`config.mk`:
```
export PLATFORM = sky130hd
export DESIGN_NAME = shift_r_seq
export DESIGN_NICKNAME = d
export VERILOG_FILES = /design/src/rtl/shift_r_seq.sv
export SDC_FILE = /design/constraint.sdc
export NUM_CORES = 1
export LEC_CHECK = 0
export ABC_AREA = 0
export CAP_MARGIN = 20
export CORE_UTILIZATION = 51
export CTS_CLUSTER_DIAMETER = 40
export DETAILED_ROUTE_END_ITERATION = 8
export GPL_TIMING_DRIVEN = 0
export PLACE_DENSITY_LB_ADDON = 0.08
export SLEW_MARGIN = 5
export SYNTH_ARGS = -nofsm -noshare
export SYNTH_HDL_FRONTEND = slang
export SYNTH_SLANG_ARGS = --single-unit
```
`constraint.sdc`:
```
create_clock -name clk -period 3.4 [get_ports clk]
set_clock_uncertainty 0.2 [all_clocks]
set_input_delay 0.51 -clock clk [delete_from_list [all_inputs] [get_ports clk]]
set_output_delay 0.51 -clock clk [all_outputs]
set_load 0.05 [all_outputs]
```
`src/rtl/shift_r_seq.sv`:
```
// Iterative MIPS32 right shifter (SRL/SRA/SRLV/SRAV): STEP bits per cycle, ceil(SHAMT/STEP) SHIFT cycles, then a one-cycle DONE.
// The shifter accepts a new request only in IDLE; the caller stalls on busy, and a start received while busy is dropped.
module shift_r_seq #(
  parameter int unsigned STEP = 1
) (
  input  logic        clk,
  input  logic        rst,
  input  logic        start,
  input  logic [31:0] IN,
  input  logic [4:0]  SHAMT,
  input  logic        ARITH,
  output logic        busy,
  output logic        done,
  output logic [31:0] OUT
);

  typedef enum logic [1:0] {
    S_IDLE  = 2'd0,
    S_SHIFT = 2'd1,
    S_DONE  = 2'd2
  } state_t;

  localparam logic [4:0] STEP_AMT = 5'(STEP);

  state_t      state_q, state_d;
  logic [31:0] data_q,  data_d;
  logic [31:0] out_q,   out_d;
  logic [4:0]  count_q, count_d;
  logic        fill_q,  fill_d;

  logic [3:0]  k;
  logic [31:0] fill_mask;
  logic [31:0] shifted;
  logic [4:0]  count_nxt;

  // The last step is shortened so the total shift distance is exactly SHAMT.
  always_comb begin
    k         = (count_q < STEP_AMT) ? count_q[3:0] : STEP_AMT[3:0];
    fill_mask = ~(32'hFFFF_FFFF >> k);
    shifted   = (data_q >> k) | (fill_q ? fill_mask : 32'h0);
    count_nxt = count_q - {1'b0, k};
  end

  always_comb begin
    state_d = state_q;
    data_d  = data_q;
    count_d = count_q;
    fill_d  = fill_q;
    out_d   = out_q;
    case (state_q)
      S_IDLE: begin
        if (start) begin
          data_d  = IN;
          count_d = SHAMT;
          fill_d  = ARITH & IN[31];
          if (SHAMT == 5'd0) begin
            out_d   = IN;
            state_d = S_DONE;
          end else begin
            state_d = S_SHIFT;
          end
        end
      end
      S_SHIFT: begin
        data_d  = shifted;
        count_d = count_nxt;
        if (count_nxt == 5'd0) begin
          out_d   = shifted;
          state_d = S_DONE;
        end
      end
      S_DONE:  state_d = S_IDLE;
      default: state_d = S_IDLE;
    endcase
  end

  always_ff @(posedge clk or posedge rst) begin
    if (rst) begin
      state_q <= S_IDLE;
      data_q  <= 32'h0;
      count_q <= 5'd0;
      fill_q  <= 1'b0;
      out_q   <= 32'h0;
    end else begin
      state_q <= state_d;
      data_q  <= data_d;
      count_q <= count_d;
      fill_q  <= fill_d;
      out_q   <= out_d;
    end
  end

  assign busy = (state_q != S_IDLE);
  assign done = (state_q == S_DONE);
  assign OUT  = out_q;

endmodule

```
==> flow_summary.json, run 1 <==
{
  "cp_max_fo": 10,
  "drv_slew": 0,
  "antenna_cells": 0,
  "final-seq-area_sq_mm": 0.001802,
  "htreeDepth": 3,
  "multiInputGateArea_sq_mm": 0.001672,
  "synth-compound-area-share_pct": 13.05,
  "vdd_drop_max_mv": 0.5892,
  "drive_above_1_share_pct": 21.61,
  "power_leakage_nw": 1.848,
  "gr-total-overflow": 0,
  "floorplan.initialDensity_pct": 52.89,
  "yosys-top-cells-count": "dfrtp_1, mux2_2, nor2_1",
  "cts.reportedPaths.clkPinSlew_ns": 0.08,
  "hold_buffers": 0,
  "yosys.area_share.adder_pct": 0.3463,
  "rr_worst_depth": 9,
  "drt-initial-drc-count": 301,
  "setup_violations": 0,
  "synth_edf_count": 0,
  "synth_top_area_share_pct": 49.86,
  "cts-root-buf": "clkbuf_8",
  "place.gp.congestion": 0.8624,
  "fillerInstances": 543,
  "clock_latency_ns": 0.35,
  "ys_seq_area_share_pct": 49.86,
  "fin_crit_sh_pct": 91.84,
  "holdWs_ns": 0.2437,
  "ys_seq_elements": 72,
  "synthArstFlopShare_pct": 100.0,
  "final_area_sq_mm": 0.004756,
  "final_util_pct": 69.62,
  "hold_violations": 0,
  "status": "finished, final reports clean",
  "grt_pass1_vias": 3061,
  "synth_top_family_by_area": "multiplexers",
  "cts_tree": "built",
  "min-delay-path-class": "in -> async",
  "core_area_sq_mm": 0.006832,
  "p_per_area_mw_per_mm2": 1097,
  "crit_type": "reg -> reg",
  "synth-simple-area-share_pct": 11.95,
  "grt_max_degree": 56,
  "pin_count": 75,
  "worstMarginPinSlew_ns": 0.6255,
  "routed_wl_um": 8610,
  "synthFlopType": "dfrtp_1",
  "syn_area_per_cell_sq_um": 10.50,
  "dpl_cell_area_sq_mm": 0.004504,
  "crit_path_end_kind": "register",
  "pre_cts_ws_ns": -0.02077,
  "synth_area_sq_mm": 0.003613,
  "total_power_mw": 5.215,
  "max-slew-margin-rel_pct": 58.30,
  "netlist_instances": 344,
  "tns_ns": 0,
  "drc": 0,
  "wl_per_cell_um": 16.21,
  "ys_types": 31,
  "ant_nets": 0,
  "post_cts.repair.setup_buffers": 0,
  "yosysTopAreaCell": "dfrtp_1",
  "synth_fp_nets": 386,
  "drt_first_pass_iters": 5,
  "cts_resized": 1,
  "nets": 472,
  "synth_mux_area_share_pct": 20.78,
  "clock-sinks": 72,
  "synth-xor-area-share_pct": 0,
  "placedCellCount": 515,
  "drv_cap": 0,
  "layout.cells.non_filler": 531,
  "area_delta_synth_final_pct": 31.61,
  "numCtsBuffers": 9,
  "ys_warn_count": 0,
  "rsz0062_at_grt": "false",
  "num_vias": 3052,
  "worst_ep_required_time_ns": 3.43,
  "crit-reg2reg-launch": "count_q[2]",
  "antenna_found_initial": 0,
  "std_cell_rows": 30,
  "worst_setup_path_start_kind": "register",
  "regToRegSetupSlack_ns": 0.28,
  "dieArea_sq_mm": 0.007426,
  "port_buffers": 74,
  "dp_hpwl_um": 5911,
  "grt_pass1_wl_um": 14550,
  "synth_most_common_cell": "dfrtp_1",
  "arrival_ns": 3.15,
  "synthTopCellsByArea": "dfrtp_1, mux2_2, a31oi_1",
  "clockBufferDepth": 2,
  "min_period_ns": 3.122,
  "grtUsageTotal_pct": 25.20,
  "die-height_um": 86.18,
  "timing.final.ws_setup_ns": 0.2775,
  "vias_per_cell": 5.748,
  "chipWidth_um": 86.18,
  "crit_start": "count_q[2]",
  "fmax_mhz": 320.3
}
-- final timing paths --
path / end
min: data_q[28]
min reg2reg: OUT[12]
max: OUT[13]
min in group clk: OUT[12]
max reg2reg: OUT[13]
max in group asynchronous: state_q[0]
-- cells in the final DEF, fill, tap and decap left out, types with 2 or more instances in the layout --
cell and n:
clkdlybuf4s50_1 74, dfrtp_1 72, mux2_2 64, nor2_1 38, a31oi_1 34, nand3_1 33, o21ai_0 29, clkbuf_1 22
clkbuf_8 10, o21ai_1 7, nand2_1 6, nor2b_1 3, mux2i_1 3, or2_2 3, buf_6 3, bufinv_16 3
or3_1 2, buf_2 2, buf_1 2, inv_1 2, a21o_1 2, o22ai_1 2, a21oi_1 2
-- flip-flops by register name, summed over array words and instances (netlist names) --
| signal | flops |
|---|---|
| count_q | 5 |
| state_q | 2 |
| fill_q | 1 |
| data_q | 32 |
| OUT | 32 |
-- critical path, stage by stage (launching register included) --
cell	delay [ns]
dfrtp_1	0.36
clkbuf_1	0.20
nor3_2	0.46
clkbuf_2	0.32
a21o_1	0.17
ha_1	0.25
nand4_1	0.16
a21oi_4	0.32
buf_6	0.22
mux2_2	0.34
-- area by class of cell --
| cell class | instances | share of cell area (%) |
|---|---|---|
| Sequential cell | 72 | 37.88 |
| Multi-Input combinational cell | 240 | 35.15 |
| Inverter | 3 | 0.2894 |
| Timing Repair Buffer | 75 | 16.15 |
| Tap cell | 96 | 2.526 |
| Clock buffer | 11 | 2.973 |
| Clock inverter | 5 | 2.184 |
| Buffer | 29 | 2.841 |
-- metal layers --
metal,share of wire (%),GRT usage [%],vias to the layer above,wire length (um)
met1,44,34.15,1481,3810
met4,1.9,10.15,0,161
met2,47,40.62,122,4076
met5,0,0,-,0
li1,-,-,1433,-
met3,6.5,4.190,16,561
-- cells by family (layout without fill, tap and decap cells) --
logic type               after synthesis  after routing
AND/OR/NAND/NOR                       92             92
adder cells (fa/ha/maj)                1              1
buffers and inverters                 32            123
AO/OA/AOI/OAI                         80             80
flip-flops                            72             72
multiplexers                          67             67
-- report_power, final --
group / leakage (nW) / total [mW] / switching, mW / internal (mW)
combinational: 0.886 / 2.80 / 1.69 / 1.12
clock: 0.124 / 0.832 / 0.324 / 0.508
sequential: 0.838 / 1.58 / 0.284 / 1.30
total: 1.85 / 5.21 / 2.30 / 2.92
No activity file was read; power rests on OpenSTA's default activity.
==> run 2: changes to the inputs <==
CORE_ASPECT_RATIO = 1.75   (was default)
==> run 2 against run 1 <==
  * Worst hold slack gained 0.061 ns
  * Cell area is 0.42% higher
  * Global-route usage down 0.41 points
  * Via count decreased by 1.3%
  * Non-clock buffer count is the same
  * Sequential cell count did not move
  * Sequential share of layout area down 0.16 points
  * First-iteration DRC count shrank 14%
  * Clock power increased by 9.9%
  * Register-to-register slack about the same
  * Critical path type unchanged
==> flow_summary.json, run 2 (synthesis gave the netlist of run 1 again) <==
{
  "fillerInstances": 503,
  "grt_pass1_wl_um": 13860,
  "clock-sinks": 72,
  "vias_per_cell": 5.817,
  "tns_ns": 0,
  "place.gp.congestion": 0.8514,
  "crit_path_end_kind": "register",
  "pre_cts_ws_ns": -0.06869,
  "grt_max_degree": 42,
  "clockBufferDepth": 2,
  "chipWidth_um": 65.63,
  "max-slew-margin-rel_pct": 59.27,
  "layout.cells.non_filler": 518,
  "final_common_cell": "clkdlybuf4s50_1",
  "p_comb_share_pct": 52.9,
  "vdd_drop_max_mv": 0.8348,
  "post_cts.repair.setup_buffers": 0,
  "drt-initial-drc-count": 260,
  "numCtsBuffers": 9,
  "std_cell_rows": 40,
  "core_area_sq_mm": 0.006857,
  "worst_path_max_delay_cell": "nor3_2",
  "rr_worst_depth": 9,
  "final_util_pct": 69.65,
  "dp_hpwl_um": 6061,
  "arrival_ns": 3.14,
  "grtUsageTotal_pct": 24.79,
  "layout_common_cells": "clkdlybuf4s50_1, dfrtp_1, mux2_2",
  "hold_buffers": 0,
  "clock_latency_ns": 0.33,
  "gr-total-overflow": 0,
  "cp_max_fo": 10,
  "area_delta_synth_final_pct": 32.17,
  "dieArea_sq_mm": 0.007439,
  "worst_ep_required_time_ns": 3.41,
  "antenna_cells": 0,
  "timing.final.ws_setup_ns": 0.2655,
  "placedCellCount": 503,
  "drc": 0,
  "die-height_um": 113.4,
  "cts.reportedPaths.clkPinSlew_ns": 0.05,
  "crit_family": "buffers and inverters",
  "fmax_mhz": 319.0,
  "crit_cells": 9,
  "floorplan.initialDensity_pct": 52.70,
  "num_vias": 3013,
  "antenna_found_initial": 0,
  "ant_nets": 0,
  "port_buffers": 74,
  "nets": 472,
  "rsz0062_at_grt": "false",
  "routed_wl_um": 8712,
  "grt_pass1_vias": 3044,
  "setup_violations": 0,
  "worstMarginPinSlew_ns": 0.6110,
  "p_clk_share_pct": 17.2,
  "cts-root-buf": "clkbuf_16",
  "p_per_area_mw_per_mm2": 1109,
  "fin_crit_sh_pct": 92.19,
  "power_leakage_nw": 1.866,
  "hold_violations": 0,
  "drt_first_pass_iters": 4,
  "internal_power_mw": 2.993,
  "min_path_cells": 1,
  "worst_setup_path_start_kind": "register",
  "wl_per_cell_um": 16.82,
  "min_period_ns": 3.134,
  "seqPwrFrac_pct": 29.8,
  "drv_slew": 0,
  "drv_cap": 0,
  "status": "finished, final reports clean",
  "swShare_pct": 43.49,
  "path_cells": "clkbuf_1 -> nor3_2 -> clkbuf_2 -> a21o_1 -> ha_1 -> nand4_1 -> a21oi_4 -> buf_6 -> mux2_2",
  "pin_count": 75,
  "path_buf_inv": 3,
  "drive_above_1_share_pct": 21.43,
  "cts_tree": "built",
  "min-delay-path-class": "reg -> reg",
  "crit_type": "reg -> reg",
  "htreeDepth": 3,
  "net-switching-power_mw": 2.303,
  "cpPeakStageDelay_ns": 0.46
}
-- run 2: cell count changes in the layout (fill, tap and decap cells not counted) --
cell | previous run | this run
bufinv_16 | 3 | 1
buf_16 | 1 | 0
buf_12 | 0 | 1
clkbuf_16 | 0 | 9
clkinv_4 | 1 | 0
clkbuf_8 | 10 | 1
clkinv_2 | 1 | 3
-- run 2: routing by layer --
metal / GRT usage [%] / wire [um] / vias up
met1: 29.01 / 3494 / 1461
li1: - / - / 1425
met4: 10.58 / 176 / 0
met5: 0 / 0 / -
met2: 42.04 / 4598 / 111
met3: 6.149 / 443 / 16
-- run 2: worst paths after layout --
path / start / endpoint / slack (ns)
worst max-delay path: count_q[2] / OUT[26] / 0.27
worst min-delay path: OUT[19] / OUT[19] / 0.31
worst max register to register: count_q[2] / OUT[26] / 0.27
worst min register to register: OUT[19] / OUT[19] / 0.31
max in group asynchronous: rst / OUT[25] / 2.12
min in group asynchronous: rst / OUT[4] / 0.34
-- run 2: what timing repair did --
| item | 4_1_cts | 5_1_grt |
|---|---|---|
| endpoints found under the setup margin | 29 | 29 |
| cloned | 0 | 0 |
| gates resized for setup | 1 | 2 |
-- run 2: per-stage QoR --
step                hold WS [ns]  total power, mW  instance area [sq um]
floorplan                 0.2428            3.531                   3613
global placement          0.2904            4.304                   4459
detailed placement        0.2959            4.372                   4482
CTS                       0.3084            5.317                   4775
global route              0.3174            5.592                   4776
finish                    0.3051            5.296                   4776
-- run 2: power groups by stage --
stage                     sequential (mW)  clock [mW]  combinational, mW
after floorplan                      2.19           0               1.34
after global placement               1.56           0               2.74
final                                1.58       0.914               2.80
after CTS                            1.57       0.930               2.81
after detailed placement             1.58           0               2.79
after global routing                 1.63       0.961               3.00
-- run 2: layout make-up --
cell class	count	area, sq um	area share, %
Buffer	29	135.1	2.829
Sequential cell	72	1802	37.73
Tap cell	84	105.1	2.201
Clock buffer	11	242.7	5.083
Multi-Input combinational cell	240	1672	35.00
Inverter	3	13.76	0.2882
Clock inverter	4	45.04	0.9431
Timing Repair Buffer	75	760.7	15.93
